### src/rtl/dp_issue_ctrl.sv
// Operand collection, credit-throttled issue and result FIFO for the 4-lane dot-product pipe.
// Optional performance counters (issue/stall) are enabled by defining DP_ISSUE_PERF_EN.
module dp_issue_ctrl #(
   parameter int unsigned PIPE_LAT   = 3,
   parameter int unsigned FIFO_DEPTH = 4,
   parameter int unsigned CNT_W      = 16
) (
   input  logic              i_clk,
   input  logic              i_rst_n,
   input  logic              i_in_valid,
   output logic              o_in_ready,
   input  logic [31:0]       i_in_data,
   input  logic              i_in_op,
   output logic              o_pipe_op,
   output logic [31:0]       o_pipe_x0,
   output logic [31:0]       o_pipe_x1,
   output logic [31:0]       o_pipe_x2,
   output logic [31:0]       o_pipe_x3,
   output logic [31:0]       o_pipe_y0,
   output logic [31:0]       o_pipe_y1,
   output logic [31:0]       o_pipe_y2,
   output logic [31:0]       o_pipe_y3,
   input  logic [31:0]       i_pipe_z,
   output logic              o_res_valid,
   input  logic              i_res_ready,
   output logic [31:0]       o_res_data,
   output logic              o_res_op
`ifdef DP_ISSUE_PERF_EN
   ,
   output logic [CNT_W-1:0]  o_issue_cnt,
   output logic [CNT_W-1:0]  o_stall_cnt
`endif
);

   localparam int unsigned AW = (FIFO_DEPTH > 1) ? $clog2(FIFO_DEPTH) : 1;
   localparam int unsigned CW = $clog2(FIFO_DEPTH + PIPE_LAT + 1);

   if (FIFO_DEPTH < 2 || (FIFO_DEPTH & (FIFO_DEPTH - 1)) != 0 || PIPE_LAT < 1 || CNT_W < 1)
   begin : g_param_check
      $error("dp_issue_ctrl: unsupported parameter set");
   end

   typedef enum logic [0:0] {StCollect = 1'b0, StIssue = 1'b1} state_e;

   state_e              r_state;
   state_e              w_state_nxt;
   logic [2:0]          r_cnt;
   logic [31:0]         r_opnd [8];
   logic                r_op;
   logic                w_hs;
   logic                w_issue;
   logic                w_credit;

   logic [PIPE_LAT-1:0] r_sr;
   logic [PIPE_LAT-1:0] r_sr_op;
   logic [CW-1:0]       w_inflight;
   logic [CW-1:0]       w_occ;

   logic [31:0]         r_mem_data [FIFO_DEPTH];
   logic                r_mem_op   [FIFO_DEPTH];
   logic [AW-1:0]       r_wr_ptr;
   logic [AW-1:0]       r_rd_ptr;
   logic [AW:0]         r_count;
   logic                w_push;
   logic                w_pop;
   logic                w_empty;

   assign w_hs = i_in_valid && o_in_ready;

   always_comb begin
      w_inflight = '0;
      for (int i = 0; i < int'(PIPE_LAT); i++) begin
         w_inflight = w_inflight + CW'(r_sr[i]);
      end
   end

   // Registered occupancy only: a pop in this cycle does not lend credit until next cycle.
   assign w_occ    = CW'(r_count) + w_inflight;
   assign w_credit = (w_occ < CW'(FIFO_DEPTH));

   always_comb begin
      w_state_nxt = r_state;
      w_issue     = 1'b0;
      o_in_ready  = 1'b0;
      unique case (r_state)
         StCollect: begin
            o_in_ready = 1'b1;
            if (i_in_valid && (r_cnt == 3'd7)) begin
               w_state_nxt = StIssue;
            end
         end
         StIssue: begin
            if (w_credit) begin
               w_issue     = 1'b1;
               w_state_nxt = StCollect;
            end
         end
         default: w_state_nxt = StCollect;
      endcase
   end

   always_ff @(posedge i_clk or negedge i_rst_n) begin
      if (!i_rst_n) begin
         r_state <= StCollect;
         r_cnt   <= 3'd0;
         r_op    <= 1'b0;
         for (int i = 0; i < 8; i++) begin
            r_opnd[i] <= '0;
         end
      end else begin
         r_state <= w_state_nxt;
         if (w_hs) begin
            r_opnd[r_cnt] <= i_in_data;
            r_cnt         <= r_cnt + 3'd1;
            if (r_cnt == 3'd0) begin
               r_op <= i_in_op;
            end
         end
      end
   end

   assign o_pipe_op = r_op;
   assign o_pipe_x0 = r_opnd[0];
   assign o_pipe_x1 = r_opnd[1];
   assign o_pipe_x2 = r_opnd[2];
   assign o_pipe_x3 = r_opnd[3];
   assign o_pipe_y0 = r_opnd[4];
   assign o_pipe_y1 = r_opnd[5];
   assign o_pipe_y2 = r_opnd[6];
   assign o_pipe_y3 = r_opnd[7];

   // Issue tags walk alongside the pipe stages; the top bit marks a valid pipe_z this cycle.
   always_ff @(posedge i_clk or negedge i_rst_n) begin
      if (!i_rst_n) begin
         r_sr    <= '0;
         r_sr_op <= '0;
      end else begin
         r_sr[0]    <= w_issue;
         r_sr_op[0] <= r_op;
         for (int i = 1; i < int'(PIPE_LAT); i++) begin
            r_sr[i]    <= r_sr[i-1];
            r_sr_op[i] <= r_sr_op[i-1];
         end
      end
   end

   assign w_push  = r_sr[PIPE_LAT-1];
   assign w_empty = (r_count == '0);
   assign w_pop   = i_res_ready && !w_empty;

   always_ff @(posedge i_clk or negedge i_rst_n) begin
      if (!i_rst_n) begin
         r_wr_ptr <= '0;
         r_rd_ptr <= '0;
         r_count  <= '0;
         for (int i = 0; i < int'(FIFO_DEPTH); i++) begin
            r_mem_data[i] <= '0;
            r_mem_op[i]   <= 1'b0;
         end
      end else begin
         if (w_push) begin
            r_mem_data[r_wr_ptr] <= i_pipe_z;
            r_mem_op[r_wr_ptr]   <= r_sr_op[PIPE_LAT-1];
            r_wr_ptr             <= r_wr_ptr + AW'(1);
         end
         if (w_pop) begin
            r_rd_ptr <= r_rd_ptr + AW'(1);
         end
         if (w_push && !w_pop) begin
            r_count <= r_count + (AW+1)'(1);
         end else if (!w_push && w_pop) begin
            r_count <= r_count - (AW+1)'(1);
         end
      end
   end

   assign o_res_valid = !w_empty;
   assign o_res_data  = w_empty ? 32'd0 : r_mem_data[r_rd_ptr];
   assign o_res_op    = w_empty ? 1'b0 : r_mem_op[r_rd_ptr];

`ifdef DP_ISSUE_PERF_EN
   logic             w_stall;
   logic [CNT_W-1:0] r_issue_cnt;
   logic [CNT_W-1:0] r_stall_cnt;

   assign w_stall = (r_state == StIssue) && !w_credit;

   always_ff @(posedge i_clk or negedge i_rst_n) begin
      if (!i_rst_n) begin
         r_issue_cnt <= '0;
         r_stall_cnt <= '0;
      end else begin
         if (w_issue && (r_issue_cnt != '1)) begin
            r_issue_cnt <= r_issue_cnt + CNT_W'(1);
         end
         if (w_stall && (r_stall_cnt != '1)) begin
            r_stall_cnt <= r_stall_cnt + CNT_W'(1);
         end
      end
   end

   assign o_issue_cnt = r_issue_cnt;
   assign o_stall_cnt = r_stall_cnt;
`endif

endmodule

### config.mk
export PLATFORM = sky130hd
export DESIGN_NAME = dp_issue_ctrl
export DESIGN_NICKNAME = d
export VERILOG_FILES = /design/src/rtl/dp_issue_ctrl.sv
export SDC_FILE = /design/constraint.sdc
export NUM_CORES = 1
export LEC_CHECK = 0
export ABC_AREA = 1
export BUFFER_PORTS_ARGS = -buffer_cell sky130_fd_sc_hd__buf_2
export CORE_MARGIN = 4
export CORE_UTILIZATION = 31
export CTS_CLUSTER_DIAMETER = 150
export DETAILED_ROUTE_END_ITERATION = 7
export HOLD_SLACK_MARGIN = 0.12
export MAX_ROUTING_LAYER = met4
export RECOVER_POWER = 100
export SLEW_MARGIN = 10
export SYNTH_ARGS = -nofsm -noshare
export SYNTH_HDL_FRONTEND = slang
export SYNTH_SLANG_ARGS = --single-unit
export TNS_END_PERCENT = 20
### constraint.sdc
create_clock -name i_clk -period 3.7 [get_ports i_clk]
set_input_delay 0.74 -clock i_clk [delete_from_list [all_inputs] [get_ports i_clk]]
set_output_delay 0.74 -clock i_clk [all_outputs]
set_load 0.005 [all_outputs]
==> results.yml, run 1 <==
floorplan:
  die_h_um: 236
  die_area_sq_um: 55500
  fp.dieW_um: 236
  pin_count: 361
  start_util_pct: 31.3
  placementRows: 83
  core-area_sq_um: 51300
drt:
  drtIter0Drc: 830
  met2WireLength_um: 23200
  m1WireLength_um: 20800
  vias: 13200
  post_drt_wl_per_cell_um: 17.9
  drc_errors: 0
  vias_per_cell: 4.72
  antenna_left: 0
  dr.pass1.iters: 5
  routed.top_layer: "met4"
  routed_wl_um: 50000
  wl_met3_um: 5100
status:
  status: "complete, but fails checks"
  violations: "capacitance limit, slew limit"
setup_path:
  cp_top_family: "buffers and inverters"
  slowest_stage: "dfrtp_2"
  path_cells: "inv_1, buf_12, o21ai_0, a21oi_1, clkbuf_2"
  cp.required_ns: 2.96
  worst_setup_path_end_kind: "output port"
  crit_buf_inv: 3
  crit_type: "reg -> out"
  slowest_delay_ns: 0.79
  crit_fanout: 55
  crit_arrival_ns: 2.54
  start_kind: "flop"
run:
  maxCapViolCount: 5
clocking:
  clock_sinks: 406
  hold_buffers: 0
  cts_resized: 0
  numCtsBuffers: 46
  cts_tree: "done"
  clockRootBuffer: "clkbuf_16"
  post_cts_buffers: 0
  clkSlewWorstSetupHoldPaths_ns: 0.06
  cts.path.max_buffers: 3
  worst_skew_pair.late_latency_ns: 0.58
  ctsHtreeMaxLevel: 2
placed_design:
  dpl.hpwl_um: 34500
  placedCellCount: 2701
  post_dp_cell_area_sq_um: 18600
  port_buffers: 360
  globalplace.congestion: 0.822
timing:
  period_share_pct: 88.5
  drv_slew: 216
  slew_headroom_pct: -67.4
  fin_tns_setup_ns: 0
  finalSetupViolations: 0
  finClkSkew_ns: 0.0154
  finalCriticalPeriod_ns: 3.28
  grt_setup_unrepaired: "no"
  hold_violations: 0
  fmax_ghz: 0.305
  tightest_slew_ns: 2.51
synthesis:
  yosys_warnings: 0
  synth_nets: 1818
  ys_seq_area_share_pct: 63.3
  syn-instance-count: 1738
  synth.cell_area_sq_um: 16100
  synth_area_per_cell_sq_um: 9.24
  synth_seq_cells: 406
  ys_types: 26
layout:
  drive_above_1_share_pct: 11.5
  design_area_sq_um: 19700
  instances_no_fill: 2788
  synthToLayoutAreaGrowth_pct: 22.4
  final_nets: 2149
global_routing:
  first_global_vias: 13400
  grt_overflow: 0
  track_usage_pct: 18.2
  antenna_found_initial: 3
  grt_pass1_wl_um: 78400
  grt_max_degree: 90
pwr:
  ir_drop_mv: 0.421
  p_leak_nw: 9.61
  p_per_area_nw_per_um2: 920
min_path:
  hp-class: "reg -> reg"
==> synthesized netlist by cell type, drive strengths merged <==
cell type,number,area (sq um)
nand2,477,1800
o21ai,458,2290
dfrtp,406,10200
nor2,139,542
inv,86,323
clkbuf,68,267
buf,43,223
a21oi,33,165
nand3,10,77.6
ha,9,113
xor2,5,43.8
fa,2,40.0
clkinv,1,3.75
xnor2,1,8.76
==> flip-flops by register name (all words and copies together), names as in the netlist, 4 cells and up <==
register	count
o_pipe_x3	32
o_pipe_y2	32
o_pipe_y1	32
r_mem_data	128
r_mem_op	4
o_pipe_y0	32
o_pipe_x1	32
o_pipe_x2	32
o_pipe_y3	32
o_pipe_x0	32
==> metrics by stage <==
| step | total power [mW] | setup slack (ns) | util, % | hold WS (ns) |
|---|---|---|---|---|
| 6_report | 18.1 | 0.425 | 38.3 | 0.350 |
| 5_1_grt | 19.6 | 0.176 | 38.3 | 0.366 |
| 4_1_cts | 18.6 | 0.399 | 39.1 | 0.216 |
| 3_5_place_dp | 14.0 | 1.02 | 36.2 | 0.338 |
| 3_3_place_gp | 13.8 | 1.06 | 36.2 | 0.339 |
| 2_1_floorplan | 10.8 | 1.77 | - | 0.331 |
==> per-layer routing <==
metal / GRT usage, % / vias up
met2: 28.3 / 469
li1: - / 6263
met3: 6.70 / 68
met1: 22.6 / 6351
met5: - / -
met4: 4.79 / 0
==> worst reg2reg max path, stage by stage, from the launching register on <==
cell      delay (ns)
dfrtp_1         0.37
inv_1           0.12
nand2_1         0.14
nor2_1          0.20
inv_1           0.32
nor2_4          0.15
clkbuf_1        1.47
nand2_1         0.24
nand2_1         0.16
==> final timing paths <==
path / slack (ns) / depth (start not counted) / endpoint / startpoint
worst max-delay path: 0.42 / 5 / o_res_data[23] / r_rd_ptr[0]
worst max register to register: 0.48 / 8 / o_pipe_y1[11] / r_state
min in group asynchronous: 0.92 / 1 / r_mem_data[5] / i_rst_n
max in group asynchronous: 0.70 / 2 / r_mem_data[59] / i_rst_n
worst min register to register: 0.35 / 0 / r_sr_op[2] / r_sr_op[1]
worst min-delay path: 0.35 / 0 / r_sr_op[2] / r_sr_op[1]
==> report_power, final <==
part	total [mW]	internal (mW)	switching, mW
logic	5.88	2.16	3.72
registers	7.67	6.45	1.22
clock network	4.54	2.68	1.86
==> placed cells by master, fill, tap and decap left out, types with 2 or more instances in the layout <==
cell type,n
a21oi_1,33
buf_12,3
buf_2,133
buf_4,8
bufinv_16,2
clkbuf_1,242
clkbuf_16,46
clkbuf_2,19
clkbuf_8,11
clkinv_2,6
dfrtp_1,405
diode_2,4
fa_1,2
ha_1,9
inv_1,84
inv_2,2
inv_6,3
nand2_1,476
nand3_1,9
nor2_1,137
o21ai_0,446
o21ai_1,12
xor2_1,5
==> cell type report <==
type / count / area (sq um)
fillers: 5359 / 31600
flip-flops and latches: 406 / 10200
multi-input cells: 1134 / 5040
repair buffers: 394 / 1750
clock buffers: 69 / 1350
well taps: 680 / 851
inverters: 87 / 327
clock inverters: 14 / 174
diodes: 4 / 10.0
==> kinds of logic (layout without fill, tap and decap cells) <==
group / Yosys count / after routing / synth area share, %
compound gates: 491 / 491 / 15.3
xor+xnor: 6 / 6 / 0.327
fa+ha+maj: 11 / 11 / 0.950
buf+inv: 198 / 564 / 5.08
flops: 406 / 406 / 63.3
other cells: 0 / 4 / 0
simple gates: 626 / 626 / 15.1
(Power assumes the default switching activity.)
==> run 2: changes to the inputs <==
- ABC_AREA: 1 -> default
- CORE_ASPECT_RATIO: default -> 1.4
- GPL_TIMING_DRIVEN: default -> 0
==> results.yml, run 2 <==
status:
  status: "complete, but fails checks"
  violations: "capacitance limit, slew limit"
synthesis:
  ys_types: 28
  synth_compound_area_share_pct: 0.178
  yosys.cell_count.top_type: "dfrtp_1"
  ys.flop_type: "dfrtp_1"
  syn-instance-count: 974
  synth_edf_count: 0
  ys_seq_area_share_pct: 62.7
  yosys.area_share.simple_pct: 2.25
  async_flop_share_pct: 100
  synth.area.top_cells: "dfrtp_1 (63%), mux2_2 (27%), mux4_2 (4.6%), and2_1 (1.3%), buf_2 (1.0%)"
  synth_top_cell_by_area: "dfrtp_1"
  synth_top_cell_area_share_pct: 62.7
  synth_fa_ha_area_share_pct: 0.942
  synth_nets: 1054
  yosys_warnings: 0
  synth_top_family_by_area: "multiplexers"
  synth_commonest_cells: "dfrtp_1 (406), mux2_2 (388), and2_1 (34), buf_2 (34), mux4_2 (33)"
  synth_seq_cells: 406
  synth_mux_area_share_pct: 31.8
  synth_area_per_cell_sq_um: 16.6
  yosys.area_share.xor_xnor_pct: 0.378
  synth.cell_area_sq_um: 16200
clocking:
  post_cts_buffers: 0
  cts.path.max_buffers: 3
  worst_skew_pair.late_latency_ns: 0.58
  clkSlewWorstSetupHoldPaths_ns: 0.06
  clockRootBuffer: "clkbuf_16"
  ctsHtreeMaxLevel: 2
  clock_sinks: 406
  numCtsBuffers: 43
  cts_tree: "done"
setup_path:
  ff2ff_path_depth: 4
  path_cells: "clkbuf_1, clkbuf_1, mux4_2, and2_0, buf_2"
  start_kind: "flop"
  slowest_stage: "clkbuf_1"
  slowest_delay_ns: 0.63
  crit_fanout: 10
  crit_path_frequent_cell: "clkbuf_1"
  ff2ff_setup_slack_ns: 1.01
  cp.required_ns: 2.96
  rr_startpoint: "r_state"
  crit_type: "reg -> out"
  crit_arrival_ns: 2.67
  worst_setup_path_end_kind: "output port"
  r2r_end: "o_pipe_x3[16]"
drt:
  drc_errors: 0
  drtIter0Drc: 299
  post_drt_wl_per_cell_um: 21.0
  antenna_left: 0
  routed_wl_um: 43400
  vias_per_cell: 4.69
  vias: 9692
  dr.pass1.iters: 4
timing:
  finalCriticalPeriod_ns: 3.41
  finClkSkew_ns: 0.0262
  drv_slew: 25
  tightest_slew_ns: 1.72
  grt_setup_unrepaired: "no"
  hold_ws_ns: 0.346
  finalSetupViolations: 0
  fmax_ghz: 0.293
  slew_headroom_pct: -14.6
  period_share_pct: 92.2
  fin_ws_ns: 0.288
  hold_violations: 0
layout:
  nFillCells: 4977
  layout_commonest_cell: "dfrtp_1"
  synthToLayoutAreaGrowth_pct: 23.4
  final_nets: 1464
  drive_above_1_share_pct: 44.3
  regMostFlops: "r_mem_data"
  largest_reg_flops: 128
  final_cell_mix: "dfrtp_1 (406), mux2_2 (388), clkbuf_1 (285), buf_2 (135), clkbuf_16 (43)"
  instances_no_fill: 2066
floorplan:
  start_util_pct: 31.5
  placementRows: 98
  pin_count: 361
  die_h_um: 279
  fp.dieW_um: 201
  core-area_sq_um: 51400
  die_area_sq_um: 56100
global_routing:
  first_global_vias: 10700
  grt_pass1_wl_um: 67100
  grt_max_degree: 105
  antenna_found_initial: 2
  grt_overflow: 0
  track_usage_pct: 15.8
placed_design:
  port_buffers: 360
  dpl.hpwl_um: 30700
  globalplace.congestion: 0.752
  placedCellCount: 1988
  post-place-ws_ns: 0.852
pwr:
  ir_drop_mv: 0.434
  p_per_area_nw_per_um2: 937
  finalPower_mw: 18.7
  p_leak_nw: 8.59
min_path:
  min-delay-start: "r_sr_op[0]"
  holdPathStages: 0
  hp-class: "reg -> reg"
  hold_end: "r_sr_op[1]"
run:
  maxCapViolCount: 1
-- run 2: logic make-up after synthesis --
| family | after synthesis |
|---|---|
| flip-flops | 406 |
| adder cells (fa/ha/maj) | 11 |
| AO/OA/AOI/OAI | 5 |
| multiplexers | 424 |
| XOR/XNOR | 7 |
| buffers and inverters | 61 |
| AND/OR/NAND/NOR | 60 |
-- run 2: worst max-delay path by stage --
| stage | cells past startpoint | slack (ns) | start | endpoint |
|---|---|---|---|---|
| after floorplan | 4 | 1.46 | r_rd_ptr[0] | o_res_data[13] |
| after global placement | 1 | -6.10 | i_rst_n | r_mem_data[124] |
| after detailed placement | 5 | 0.85 | r_rd_ptr[1] | o_res_data[0] |
| after CTS | 5 | 0.23 | r_rd_ptr[1] | o_res_data[0] |
| after global routing | 5 | 0.15 | r_rd_ptr[1] | o_res_data[18] |
| final | 5 | 0.29 | r_rd_ptr[1] | o_res_data[0] |
-- run 2: area by class of cell --
class                           count  area [sq um]  share of cell area (%)
Sequential cell                   406         10200                    50.8
Clock buffer                       64          1250                    6.28
Antenna cell                        2          5.00                  0.0250
Clock inverter                     11           154                   0.770
Timing Repair Buffer              365          1640                    8.18
Tap cell                          650           813                    4.07
Buffer                             51           196                   0.982
Inverter                           10          37.5                   0.188
Multi-Input combinational cell    507          5740                    28.7
-- run 2: power breakdown --
part / switching, mW / internal [mW]
registers: 1.14 / 6.69
clock network: 1.84 / 2.50
logic: 2.93 / 3.63
-- run 2: worst max-delay path, delay by kind of cell (launching register included) --
kind	cells	cell delay (ns)
buf+inv	3	1.19
flops	1	0.32
mux	1	0.40
simple gates	1	0.21
-- run 2: per-layer routing --
| metal | up-vias | wire, um | part of all wire [%] | track usage [%] |
|---|---|---|---|---|
| met4 | 0 | 1340 | 3.1 | 4.91 |
| met1 | 5070 | 17200 | 40 | 18.3 |
| met2 | 249 | 22300 | 51 | 27.0 |
| met3 | 69 | 2540 | 5.9 | 4.01 |
| met5 | - | 0 | 0 | - |
| li1 | 4304 | - | - | - |
-- run 2: repair_timing --
action / in CTS / in global routing
setup endpoints to repair: 0 / 0
resized for setup: 0 / 0
hold buffers: 1 / 0
endpoints found under the hold margin: 24 / 0
-- run 2: through the flow --
stage               utilization (%)  setup TNS [ns]  instance area, sq um
floorplan                         -               0                 16200
global placement               36.6        -2455.22                 18800
detailed placement             36.9               0                 18900
CTS                            39.6               0                 20400
global route                   38.9               0                 20000
finish                         38.9               0                 20000
